<file path="src/rtl/fb_port_arbiter.sv">
// Frame-buffer port arbiter: display reads win, camera writes queue in a FIFO.
// Optional FB_ARB_BOUND_CHK_EN adds address bound checks and oob_err.
module fb_port_arbiter #(
  parameter int ADDR_W     = 17,
  parameter int DATA_W     = 16,
  parameter int FB_DEPTH   = 76800,
  parameter int FIFO_DEPTH = 8
) (
  input  logic                              pclk,
  input  logic                              reset,
  input  logic                              cam_we,
  input  logic [ADDR_W-1:0]                 cam_addr,
  input  logic [DATA_W-1:0]                 cam_data,
  input  logic                              rd_req,
  input  logic [ADDR_W-1:0]                 rd_addr,
  output logic [DATA_W-1:0]                 rd_data,
  output logic                              rd_valid,
  output logic                              mem_en,
  output logic                              mem_we,
  output logic [ADDR_W-1:0]                 mem_addr,
  output logic [DATA_W-1:0]                 mem_wdata,
  input  logic [DATA_W-1:0]                 mem_rdata,
  output logic [$clog2(FIFO_DEPTH+1)-1:0]   fifo_level,
`ifdef FB_ARB_BOUND_CHK_EN
  output logic                              oob_err,
`endif
  output logic                              wr_overflow,
  input  logic                              ovf_clr
);

  localparam int PW = $clog2(FIFO_DEPTH);
  localparam int LW = $clog2(FIFO_DEPTH+1);

  logic [ADDR_W-1:0] q_addr [FIFO_DEPTH];
  logic [DATA_W-1:0] q_data [FIFO_DEPTH];
  logic [PW-1:0]     wr_ptr;
  logic [PW-1:0]     rd_ptr;

  logic empty;
  logic full;
  logic wr_ok;
  logic rd_oob;
  logic rd_mem;
  logic pop;
  logic push_in;
  logic push;
  logic drop;

  logic rd_p1;
  logic rd_p2;
  logic oob_p1;
  logic oob_p2;

`ifdef FB_ARB_BOUND_CHK_EN
  localparam logic [ADDR_W:0] DEPTH_L = (ADDR_W+1)'(FB_DEPTH);
  assign wr_ok  = {1'b0, cam_addr} < DEPTH_L;
  assign rd_oob = {1'b0, rd_addr} >= DEPTH_L;
`else
  assign wr_ok  = 1'b1;
  assign rd_oob = 1'b0;
`endif

  assign empty   = fifo_level == '0;
  assign full    = fifo_level == LW'(FIFO_DEPTH);
  assign rd_mem  = rd_req & ~rd_oob;
  assign pop     = ~rd_req & ~empty;
  assign push_in = cam_we & wr_ok;
  // a pop in the same cycle frees the slot a full queue needs
  assign push    = push_in & (~full | pop);
  assign drop    = push_in & full & ~pop;

  always_ff @(posedge pclk) begin
    if (push) begin
      q_addr[wr_ptr] <= cam_addr;
      q_data[wr_ptr] <= cam_data;
    end
  end

  always_ff @(posedge pclk) begin
    if (reset) begin
      wr_ptr      <= '0;
      rd_ptr      <= '0;
      fifo_level  <= '0;
      wr_overflow <= 1'b0;
      mem_en      <= 1'b0;
      mem_we      <= 1'b0;
      mem_addr    <= '0;
      mem_wdata   <= '0;
      rd_p1       <= 1'b0;
      rd_p2       <= 1'b0;
      oob_p1      <= 1'b0;
      oob_p2      <= 1'b0;
      rd_valid    <= 1'b0;
      rd_data     <= '0;
    end else begin
      mem_en <= rd_mem | pop;
      mem_we <= pop;
      if (rd_mem) begin
        mem_addr <= rd_addr;
      end else if (pop) begin
        mem_addr  <= q_addr[rd_ptr];
        mem_wdata <= q_data[rd_ptr];
      end
      if (push) wr_ptr <= wr_ptr + 1'b1;
      if (pop)  rd_ptr <= rd_ptr + 1'b1;
      unique case ({push, pop})
        2'b10:   fifo_level <= fifo_level + LW'(1);
        2'b01:   fifo_level <= fifo_level - LW'(1);
        default: fifo_level <= fifo_level;
      endcase
      wr_overflow <= drop | (wr_overflow & ~ovf_clr);
      rd_p1    <= rd_req;
      oob_p1   <= rd_oob;
      rd_p2    <= rd_p1;
      oob_p2   <= oob_p1;
      rd_valid <= rd_p2;
      if (rd_p2) rd_data <= oob_p2 ? '0 : mem_rdata;
    end
  end

`ifdef FB_ARB_BOUND_CHK_EN
  always_ff @(posedge pclk) begin
    if (reset) begin
      oob_err <= 1'b0;
    end else begin
      oob_err <= (cam_we & ~wr_ok) | (rd_req & rd_oob) |
                 (oob_err & ~ovf_clr);
    end
  end
`endif

endmodule

</file>
<file path="config.mk">
export PLATFORM = sky130hd
export DESIGN_NAME = fb_port_arbiter
export DESIGN_NICKNAME = d
export VERILOG_FILES = /design/src/rtl/fb_port_arbiter.sv
export SDC_FILE = /design/constraint.sdc
export NUM_CORES = 1
export LEC_CHECK = 0
export ABC_AREA = 1
export BUFFER_PORTS_ARGS = -buffer_cell sky130_fd_sc_hd__buf_4
export CAP_MARGIN = 40
export CORE_MARGIN = 2
export CORE_UTILIZATION = 55
export CTS_CLUSTER_DIAMETER = 200
export DETAILED_ROUTE_END_ITERATION = 6
export GPL_TIMING_DRIVEN = 0
export PLACE_DENSITY = 0.75
export SYNTH_ARGS = -nofsm -noshare
export SYNTH_HDL_FRONTEND = slang
export SYNTH_SLANG_ARGS = --single-unit
</file>
<file path="constraint.sdc">
create_clock -name pclk -period 4.1 [get_ports pclk]
set_input_delay 0.82 -clock pclk [delete_from_list [all_inputs] [get_ports pclk]]
set_output_delay 0.82 -clock pclk [all_outputs]
set_load 0.01 [all_outputs]
</file>
==> results of run 1 <==
## placed cells by master (no fill, tap or decap), types with 2 or more instances in the layout
cell type    n
buf_6       10
nor2_4      10
o21ai_0    156
buf_4      137
o21ai_1     12
edfxtp_1   264
clkinv_2     4
buf_12       6
nand2_4      2
clkbuf_8     4
clkbuf_1    36
clkinv_4     2
inv_4        2
a21oi_1     24
ha_1         3
dfxtp_1     68
o22ai_1     34
nand2_1    100
inv_1       36
inv_2        4
clkinv_1     9
clkbuf_16   37
nand3_1     57
buf_2       16
nand4_1      5
o211ai_1    16
buf_16       2
nor2_1     254
## kinds of logic after synthesis
kind of cell    Yosys count  share of synthesized area [%]
fa+ha+maj                 3                          0.290
simple gates            432                           13.6
compound gates          244                           10.1
xor+xnor                  1                         0.0676
buf+inv                 110                           4.30
flops                   332                           71.7
## stage by stage
stage	instance area, sq um	setup WS [ps]	std cells	hold WS, ps	total power [W]
after floorplan	13000	1020	1122	388	0.00519
after global placement	14300	-494	1568	401	0.00586
after detailed placement	14600	1290	1576	406	0.00594
after CTS	15600	1680	1638	413	0.00886
after global routing	15600	1470	1638	440	0.00922
final	15600	1620	1639	413	0.00886
## flip-flops by register name (all words and copies together) (netlist names), named ones only
| signal | cells |
|---|---|
| q_addr | 136 |
| wr_overflow | 1 |
| mem_en | 1 |
| fifo_level | 4 |
| rd_valid | 1 |
| rd_p1 | 1 |
| rd_ptr | 3 |
| rd_p2 | 1 |
| wr_ptr | 3 |
| q_data | 128 |
| mem_we | 1 |
| mem_addr | 17 |
| rd_data | 16 |
| mem_wdata | 16 |
## worst paths after layout
check / from / to / slack (ps)
worst max-delay path: fifo_level[2]$_SDFFE_PP0P_ / q_addr[6][3]$_DFFE_PP_ / 1620
worst min-delay path: rd_p1$_SDFF_PP0_ / rd_p2$_SDFF_PP0_ / 410
worst max register to register: fifo_level[2]$_SDFFE_PP0P_ / q_addr[6][3]$_DFFE_PP_ / 1620
worst min register to register: rd_p1$_SDFF_PP0_ / rd_p2$_SDFF_PP0_ / 410
## tightest hold or removal path: stages, from the launching register on
cell	delay (ps)
dfxtp_1	290
inv_1	50
nor2_1	30
## final cells by class
type | count | area, sq um
plain buffers | 63 | 370
diodes | 1 | 2.50
fillers | 1650 | 7710
clock buffers | 52 | 1020
multi-input cells | 680 | 3180
well taps | 319 | 399
flip-flops and latches | 332 | 9290
clock inverters | 10 | 47.5
repair buffers | 135 | 1130
inverters | 47 | 186
## power by group through the flow
stage | clock network (W) | logic, W | registers (W)
2_1_floorplan | 0 | 0.00113 | 0.00406
3_3_place_gp | 0 | 0.00184 | 0.00403
3_5_place_dp | 0 | 0.00192 | 0.00402
4_1_cts | 0.00296 | 0.00194 | 0.00396
5_1_grt | 0.00309 | 0.00215 | 0.00398
6_report | 0.00294 | 0.00196 | 0.00396
## per-layer routing
metal  GRT usage (%)  wire (um)  part of all wire [%]  vias to the layer above
met2            41.3      15000                    47                      487
met3            6.03       3330                    10                       73
li1                -          -                     -                     4289
met5               0          0                     0                        -
met1            35.3      12800                    40                     4374
met4            8.27        726                   2.3                        0
## synth_stat cells, types with 10 or more instances
cell type,instances
edfxtp_1,264
nor2_1,262
o21ai_0,156
nand2_1,100
dfxtp_1,68
nand3_1,57
inv_1,36
o22ai_1,34
clkbuf_1,25
a21oi_1,24
buf_2,16
o211ai_1,16
o21ai_1,12
buf_4,10
buf_6,10
==> reports/results.ini, run 1 <==
[power_and_ir_drop]
ir_drop_mv = 0.270
power_switching_w = 0.00260
p_leak_nw = 5.87
p_per_area_nw_per_um2 = 567
seqPwrFrac_pct = 44.6
power_frac_clock_pct = 33.2
comb_power_share_pct = 22.2
p_int_w = 0.00626
swShare_pct = 29.4

[clock_tree]
cts_tree = yes
clk_latency_ps = 510
post_cts_buffers = 0
postCtsResizedCells = 0
path_clk_slew_ps = 60
h-tree-depth = 2
cts_buffer_depth = 3
postCtsHoldBufs = 0
numClockSinks = 332
cts_buffers = 34
cts_root_buf = clkbuf_16

[run_status]
outcome = finished clean

[floorplanning]
die_area_sq_um = 24800
rows = 56
ios = 128
die-width_um = 158
start_util_pct = 55.6
die_y_um = 158
core_area_sq_um = 23300

[yosys]
ys_seq_area_share_pct = 71.7
synth_async_sr_flop_share_pct = 0
synthCells = 1122
syn_area_sq_um = 13000
ys_ff_latch = 332
synth_nets = 1196
synth-edff-count = 264
yosysTopAreaCell = edfxtp_1
yosys_warnings = 0
avgSynthCellArea_sq_um = 11.6
synth-main-ff-cell = edfxtp_1
yosys.area.top_type_share_pct = 61.2
ys_top_cells_by_area = edfxtp_1 61%, dfxtp_1 11%, nor2_1 7.6%
ys_types = 32

[worst_setup_path]
r2r_cells = 7
crit_arrival_ps = 2680
crit_cells = 7
slowest_delay_ps = 640
cp.required_ps = 4300
endpoint_kind = flip-flop
path_class = flip-flop to flip-flop
cp_slowest_cell = nor2_4
cp_num_buf_inv = 3
cp-start-kind = flip-flop
critical-path-top-delay-family = simple AND/OR/NAND/NOR gates
crit_fanout = 18
worstPathCellList = inv_1 > nand4_1 > nand2_1 > inv_1 > nand2_1 > nor2_4 > buf_16

[sta]
fin_crit_ps = 2480
fin_crit_sh_pct = 60.4
relSlewSlack_pct = 52.8
finalSetupViolCount = 0
rsz0062_at_grt = no
fin_skew_ps = 17.5
final_hold_viol_count = 0
tightest_slew_ps = 706
setup_tns_ps = 0
slew_violations = 0
max_freq_ghz = 0.404

[grt]
grt_usage_pct = 25.8
grt_pass1_wl_um = 47800
antenna_found_initial = 1
grt_pass1_vias = 8616
grt_max_degree = 24
overflow = 0

[placed_design]
hpwlAfterDp_um = 20400
numPortBuffers = 127
place_congestion = 0.835

[layout]
nets = 1367
area_delta_synth_final_pct = 20.5
final_layout_size_suffix_gt1_share_pct = 18.3
final_util_pct = 67.0

[routing]
drc_errors = 0
drtIter0Drc = 981
avgViaCountPerCell = 5.63
postRouteAntennaNets = 0
wl_um = 31900
num_vias = 9223
drt-wirelength-per-cell_um = 19.4
first_pass_iters = 5

[min_path]
min_path_type = flip-flop to flip-flop
hold_depth = 2

[job]
cap_viol_max_count = 0

Note: power is estimated with default switching activity, not from simulation.
==> inputs of run 2 (changes only) <==
ABC_AREA = 0   (was 1)
CORE_UTILIZATION = 53   (was 55)
PLACE_DENSITY = 0.76   (was 0.75)
clock period = 2.2 ns   (was 4.1 ns; I/O delays follow)
==> reports/results.ini, run 2 <==
[floorplanning]
die_area_sq_um = 25000  ; was 24800 sq um
die-width_um = 158  ; about the same
ios = 128  ; unchanged
start_util_pct = 53.8  ; was 55.6%
die_y_um = 158  ; about the same
core_area_sq_um = 23400  ; was 23300 sq um
rows = 56  ; unchanged

[layout]
reg.largest.list = q_addr x136, q_data x128, mem_addr x17  ; unchanged
area_delta_synth_final_pct = 23.0  ; was 20.5%
multi_input_area_sq_um = 3150  ; was 3180 sq um
n_antenna_cell = 0  ; was 1
final_common_cell = edfxtp_1  ; unchanged
largest_register = q_addr  ; unchanged
largest_reg_flops = 136  ; unchanged
final_util_pct = 66.2  ; was 67.0%
n_fill_cell = 1519  ; was 1650
nets = 945  ; was 1367
final_layout_size_suffix_gt1_share_pct = 38.0  ; was 18.3%
register_area_sq_um = 9290  ; about the same
mostFrequentLayoutCells = 264 x edfxtp_1, 143 x buf_4, 67 x dfxtp_1, 66 x mux4_2, 59 x nor2_1  ; was 264 x edfxtp_1, 254 x nor2_1, 156 x o21ai_0, 137 x buf_4, 100 x nand2_1

[clock_tree]
cts_buffer_depth = 3  ; unchanged
numClockSinks = 332  ; unchanged
cts_buffers = 31  ; was 34
h-tree-depth = 1  ; was 2
clk_latency_ps = 550  ; was 510 ps
cts_root_buf = clkbuf_16  ; unchanged
postCtsHoldBufs = 0  ; unchanged
cts_tree = yes  ; unchanged
path_clk_slew_ps = 60  ; about the same

[yosys]
ys_ff_latch = 332  ; unchanged
yosysTopAreaCell = edfxtp_1  ; unchanged
yosys.area.top_type_share_pct = 62.9  ; was 61.2%
avgSynthCellArea_sq_um = 18.6  ; was 11.6 sq um
netlist_top_cells_count = 264 x edfxtp_1, 68 x dfxtp_1, 66 x mux4_2  ; was 264 x edfxtp_1, 262 x nor2_1, 156 x o21ai_0
synth_nets = 752  ; was 1196
synthCells = 678  ; was 1122
syn_area_sq_um = 12600  ; was 13000 sq um
ys_types = 45  ; was 32
ys_seq_area_share_pct = 73.8  ; was 71.7%
synth-main-ff-cell = edfxtp_1  ; unchanged
yosys_warnings = 0  ; unchanged
synth_async_sr_flop_share_pct = 0  ; unchanged
synth.most_common_cell = edfxtp_1  ; unchanged
ys_top_cells_by_area = edfxtp_1 63%, mux4_2 12%, dfxtp_1 11%  ; was edfxtp_1 61%, dfxtp_1 11%, nor2_1 7.6%
synth-edff-count = 264  ; unchanged

[placed_design]
hpwlAfterDp_um = 18500  ; was 20400 um
numPortBuffers = 126  ; was 127
pre_cts_slack_ps = -507  ; was 1290 ps
place_congestion = 0.789  ; was 0.835

[min_path]
min_path_type = input pin to flip-flop  ; was flip-flop to flip-flop
hold_depth = 1  ; was 2
holdPathEnd = q_addr[7][7]$_DFFE_PP_  ; was rd_p2$_SDFF_PP0_
min_from = cam_addr[7]  ; was rd_p1$_SDFF_PP0_

[grt]
grt_max_degree = 22  ; was 24
grt_pass1_wl_um = 42200  ; was 47800 um
grt_usage_pct = 23.1  ; was 25.8%
antenna_found_initial = 0  ; was 1
overflow = 0  ; unchanged
grt_pass1_vias = 7274  ; was 8616

[worst_setup_path]
endpoint_kind = flip-flop  ; unchanged
r2r-end = q_data[4][2]$_DFFE_PP_  ; was q_addr[6][3]$_DFFE_PP_
r2r_start = wr_ptr[2]$_SDFFE_PP0P_  ; was fifo_level[2]$_SDFFE_PP0P_
crit_arrival_ps = 2350  ; was 2680 ps
r2r_slack_ps = 90  ; was 1620 ps
crit_fanout = 13  ; was 18
cp_slowest_cell = dfxtp_1  ; was nor2_4
r2r_cells = 5  ; was 7
path_class = flip-flop to flip-flop  ; unchanged
cp.required_ps = 2440  ; was 4300 ps
cp-start-kind = flip-flop  ; unchanged
slowest_delay_ps = 660  ; was 640 ps
worstPathCellList = inv_1 > or2_2 > nor3_4 > buf_4 > buf_8  ; was inv_1 > nand4_1 > nand2_1 > inv_1 > nand2_1 > nor2_4 > buf_16

[sta]
relSlewSlack_pct = 43.6  ; was 52.8%
max_freq_ghz = 0.474  ; was 0.404 GHz
final_hold_viol_count = 0  ; unchanged
setup_slack_ps = 90.2  ; was 1620 ps
fin_crit_sh_pct = 95.9  ; was 60.4%
tightest_slew_ps = 846  ; was 706 ps
fin_crit_ps = 2110  ; was 2480 ps
setup_tns_ps = 0  ; unchanged
fin_skew_ps = 15.1  ; was 17.5 ps
finalSetupViolCount = 0  ; unchanged
slew_violations = 0  ; unchanged

[power_and_ir_drop]
p_per_area_nw_per_um2 = 880  ; was 567 nW/um^2
ir_drop_mv = 0.543  ; was 0.270 mV
total_power_w = 0.0136  ; was 0.00886 W
p_leak_nw = 5.26  ; was 5.87 nW

[routing]
wl_um = 28900  ; was 31900 um
drt-wirelength-per-cell_um = 23.8  ; was 19.4 um
num_vias = 7214  ; was 9223
drc_errors = 0  ; unchanged
first_pass_iters = 7  ; was 5
postRouteAntennaNets = 0  ; unchanged
avgViaCountPerCell = 5.94  ; was 5.63
drtIter0Drc = 842  ; was 981

[job]
cap_viol_max_count = 0  ; unchanged

[run_status]
outcome = finished clean  ; unchanged

run 2: cell types whose count changed in the layout (fill, tap and decap cells not counted), moves of 33 or more:
| cell | change |
|---|---|
| nor2_1 | -195 |
| o21ai_0 | -151 |
| nand2_1 | -95 |
| mux4_2 | +66 |
| nand3_1 | -55 |
| nor3_1 | +35 |
| inv_1 | -33 |
run 2: area by class of cell:
| type | instances | area share, % |
|---|---|---|
| inverter | 5 | 0.121 |
| clock buffer | 48 | 5.74 |
| tap | 319 | 2.58 |
| multi-input combinational | 298 | 20.3 |
| clock inverter | 9 | 0.291 |
| buffer | 43 | 1.66 |
| sequential | 332 | 59.9 |
| timing repair buffer | 160 | 9.37 |
run 2: worst max-delay path, delay by kind of cell, from the launching register on:
| kind | cells | cell delay [ps] |
|---|---|---|
| flops | 1 | 660 |
| simple gates | 2 | 680 |
| buf+inv | 3 | 460 |
run 2: metal layers:
layer	track usage, %	part of all wire [%]	wire, um	vias up
met5	0	0	0	-
met4	8.84	3.5	1000	0
met3	4.60	8.1	2340	82
met2	39.2	50	14500	376
met1	29.9	38	11100	3648
li1	-	-	-	3108
run 2: stage by stage:
step	std cells	cell area [sq um]	hold slack, ps
2_1_floorplan	678	12700	414
3_3_place_gp	1123	14000	439
3_5_place_dp	1142	14400	445
4_1_cts	1208	15400	97.4
5_1_grt	1214	15500	107
6_report	1214	15500	118
run 2: kinds of logic after synthesis:
logic type	synth area share [%]
DFF	73.8
and+or+nand+nor	6.77
xor gates and xnor gates	0.278
buffers and inverters	2.05
muxes	13.3
AOI/OAI and AO/OA	3.55
adders and majority gates	0.298
run 2: how the worst max path moves through the flow:
stage | slack [ps] | endpoint | startpoint | cells after the start
4_1_cts | 30 | q_data[0][4]$_DFFE_PP_ | fifo_level[2]$_SDFFE_PP0P_ | 6
3_5_place_dp | -510 | q_data[4][12]$_DFFE_PP_ | cam_we | 6
5_1_grt | -1 | q_data[4][2]$_DFFE_PP_ | wr_ptr[2]$_SDFFE_PP0P_ | 5
3_3_place_gp | -1780 | q_data[2][13]$_DFFE_PP_ | cam_we | 4
2_1_floorplan | -340 | q_addr[3][0]$_DFFE_PP_ | rd_req | 4
6_report | 90 | q_data[4][2]$_DFFE_PP_ | wr_ptr[2]$_SDFFE_PP0P_ | 5
run 2: power breakdown:
part | leakage, nW | total [W] | switching [W] | internal, W
Clock | 0.459 | 0.00490 | 0.00214 | 0.00276
Combinational | 1.85 | 0.00158 | 0.000836 | 0.000743
Sequential | 2.96 | 0.00715 | 0.000128 | 0.00703
run 2: repair_timing:
action	4_1_cts	5_1_grt
setup buffers	9	6
endpoints found under the setup margin	219	61
gates resized for setup	2	5
pin swaps	8	4
endpoints found under the hold margin	0	0
==> inputs of run 3 (changes only) <==
GPL_TIMING_DRIVEN = unset   (was 0)
==> reports/results.ini, run 3 (synthesized netlist as in run 2, its figures left out) <==
[worst_setup_path]
r2r_slack_ps = 160  ; was 90 ps
crit_fanout = 9  ; was 13
r2r-end = fifo_level[2]$_SDFFE_PP0P_  ; was q_data[4][2]$_DFFE_PP_
r2r_start = fifo_level[3]$_SDFFE_PP0P_  ; was wr_ptr[2]$_SDFFE_PP0P_
r2r_cells = 8  ; was 5
cp.required_ps = 2550  ; was 2440 ps
crit_path_start = fifo_level[3]$_SDFFE_PP0P_  ; was wr_ptr[2]$_SDFFE_PP0P_
crit_arrival_ps = 2400  ; was 2350 ps
cp-start-kind = flip-flop  ; unchanged
crit_end = fifo_level[2]$_SDFFE_PP0P_  ; was q_data[4][2]$_DFFE_PP_
path_class = flip-flop to flip-flop  ; unchanged
endpoint_kind = flip-flop  ; unchanged

[grt]
overflow = 0  ; unchanged
grtUsageMet1_pct = 28.2  ; was 29.9%
grt_pass1_vias = 7108  ; was 7274
use_met3_pct = 4.24  ; was 4.60%
grt-busiest-layer = met2  ; unchanged
grt_max_degree = 48  ; was 22
antenna_found_initial = 0  ; unchanged
grt_pass1_wl_um = 39600  ; was 42200 um
grtUsageMet2_pct = 36.1  ; was 39.2%
grt_usage_pct = 21.4  ; was 23.1%

[sta]
setup_slack_ps = 155  ; was 90.2 ps
tightest_slew_ps = 903  ; was 846 ps
fin_skew_ps = 10.1  ; was 15.1 ps
relSlewSlack_pct = 39.7  ; was 43.6%
max_freq_ghz = 0.489  ; was 0.474 GHz
final_hold_viol_count = 0  ; unchanged
finalSetupViolCount = 0  ; unchanged
rsz0062_at_grt = no
fin_crit_ps = 2040  ; was 2110 ps
fin_crit_sh_pct = 92.9  ; was 95.9%
slew_violations = 0  ; unchanged

[clock_tree]
postCtsHoldBufs = 0  ; unchanged
clk_latency_ps = 500  ; was 550 ps
postCtsResizedCells = 0  ; was 2
cts_tree = yes  ; unchanged
numClockSinks = 332  ; unchanged
post_cts_buffers = 0  ; was 9
cts_buffers = 34  ; was 31
cts_buffer_depth = 3  ; unchanged
path_clk_slew_ps = 60  ; about the same
cts_root_buf = clkbuf_16  ; unchanged
h-tree-depth = 2  ; was 1

[layout]
mostFrequentLayoutCells = 264 x edfxtp_1, 162 x buf_4, 66 x mux4_2, 66 x dfxtp_1, 59 x nor2_1  ; was 264 x edfxtp_1, 143 x buf_4, 67 x dfxtp_1, 66 x mux4_2, 59 x nor2_1
final_layout_size_suffix_gt1_share_pct = 38.9  ; was 38.0%
final_common_cell = edfxtp_1  ; unchanged
largest_reg_flops = 136  ; unchanged
final_area_sq_um = 15500  ; about the same
n_antenna_cell = 0  ; unchanged
reg.largest.list = q_addr x136, q_data x128, mem_addr x17  ; unchanged
area_delta_synth_final_pct = 22.8  ; was 23.0%
largest_register = q_addr  ; unchanged
n_fill_cell = 1546  ; was 1519
nets = 919  ; was 945

[power_and_ir_drop]
p_per_area_nw_per_um2 = 943  ; was 880 nW/um^2
p_leak_nw = 5.25  ; was 5.26 nW
ir_drop_mv = 0.493  ; was 0.543 mV

[placed_design]
hpwlAfterDp_um = 16200  ; was 18500 um
place_area_sq_um = 14300  ; was 14400 sq um
numPortBuffers = 127  ; was 126
place_congestion = 0.747  ; was 0.789
pre_cts_slack_ps = 60.1  ; was -507 ps

[routing]
drt-wirelength-per-cell_um = 22.2  ; was 23.8 um
wl_um = 26500  ; was 28900 um
num_vias = 6926  ; was 7214
first_pass_iters = 5  ; was 7
drc_errors = 0  ; unchanged
avgViaCountPerCell = 5.82  ; was 5.94
postRouteAntennaNets = 0  ; unchanged
drtIter0Drc = 659  ; was 842

[floorplanning]
core_area_sq_um = 23400  ; unchanged
rows = 56  ; unchanged
die_area_sq_um = 25000  ; unchanged
ios = 128  ; unchanged
start_util_pct = 53.8  ; unchanged
die_y_um = 158  ; unchanged
die-width_um = 158  ; unchanged

[job]
cap_viol_max_count = 0  ; unchanged

[run_status]
outcome = finished clean  ; unchanged

[min_path]
min_path_type = input pin to flip-flop  ; unchanged

## run 3: changes by cell type in the layout (fill, tap and decap cells not counted), sizes merged
cell	change
clkbuf	-21
bufinv	+5
clkinvlp	+1
inv	+1
buf	-9
clkinv	-1
## run 3: report_power, final
part	switching [W]	internal, W
logic	0.000802	0.000724
registers	0.000121	0.00703
clock network	0.00225	0.00367
total	0.00317	0.0114
## run 3: area by class of cell
type                    instances  area [sq um]  share of cell area (%)
repair buffers                174          1450                    9.37
multi-input cells             298          3140                    20.3
inverters                       5          18.8                   0.121
clock buffers                  47           963                    6.23
clock inverters                15           206                    1.33
flip-flops and latches        332          9290                    60.1
well taps                     319           399                    2.58
## run 3: worst min path at each step
stage | startpoint | endpoint | depth (start not counted) | slack [ps]
global placement | rd_p1$_SDFF_PP0_ | rd_p2$_SDFF_PP0_ | 1 | 420
global route | reset | fifo_level[1]$_SDFFE_PP0P_ | 2 | 140
CTS | reset | fifo_level[1]$_SDFFE_PP0P_ | 2 | 140
floorplan | rd_p1$_SDFF_PP0_ | rd_p2$_SDFF_PP0_ | 1 | 410
finish | reset | fifo_level[1]$_SDFFE_PP0P_ | 2 | 160
detailed placement | rd_p1$_SDFF_PP0_ | rd_p2$_SDFF_PP0_ | 1 | 430
## run 3: stage by stage
step           utilization (%)  total power, W  std cells  hold WS (ps)  TNS (ps)
2_1_floorplan                -         0.00816        678           414    -59910
3_3_place_gp              60.9         0.00873       1125           421     -9000
3_5_place_dp              61.1         0.00880       1128           430         0
4_1_cts                   66.1          0.0147       1190           141         0
5_1_grt                   66.1          0.0150       1190           140         0
6_report                  66.1          0.0146       1190           159         0
## run 3: per-layer routing
layer  vias to the layer above  wire, um
met3                        43      1840
met5                         -         0
met2                       292     13300
met4                         0       578
li1                       3056         -
met1                      3535     10800
## run 3: worst max-delay path: stages, from the launching register on
cell,delay (ps)
dfxtp_1,340
buf_4,180
nor4_2,330
nor4_1,120
nand2b_1,170
ha_1,230
a41o_1,240
a311oi_1,210
nor4_1,80
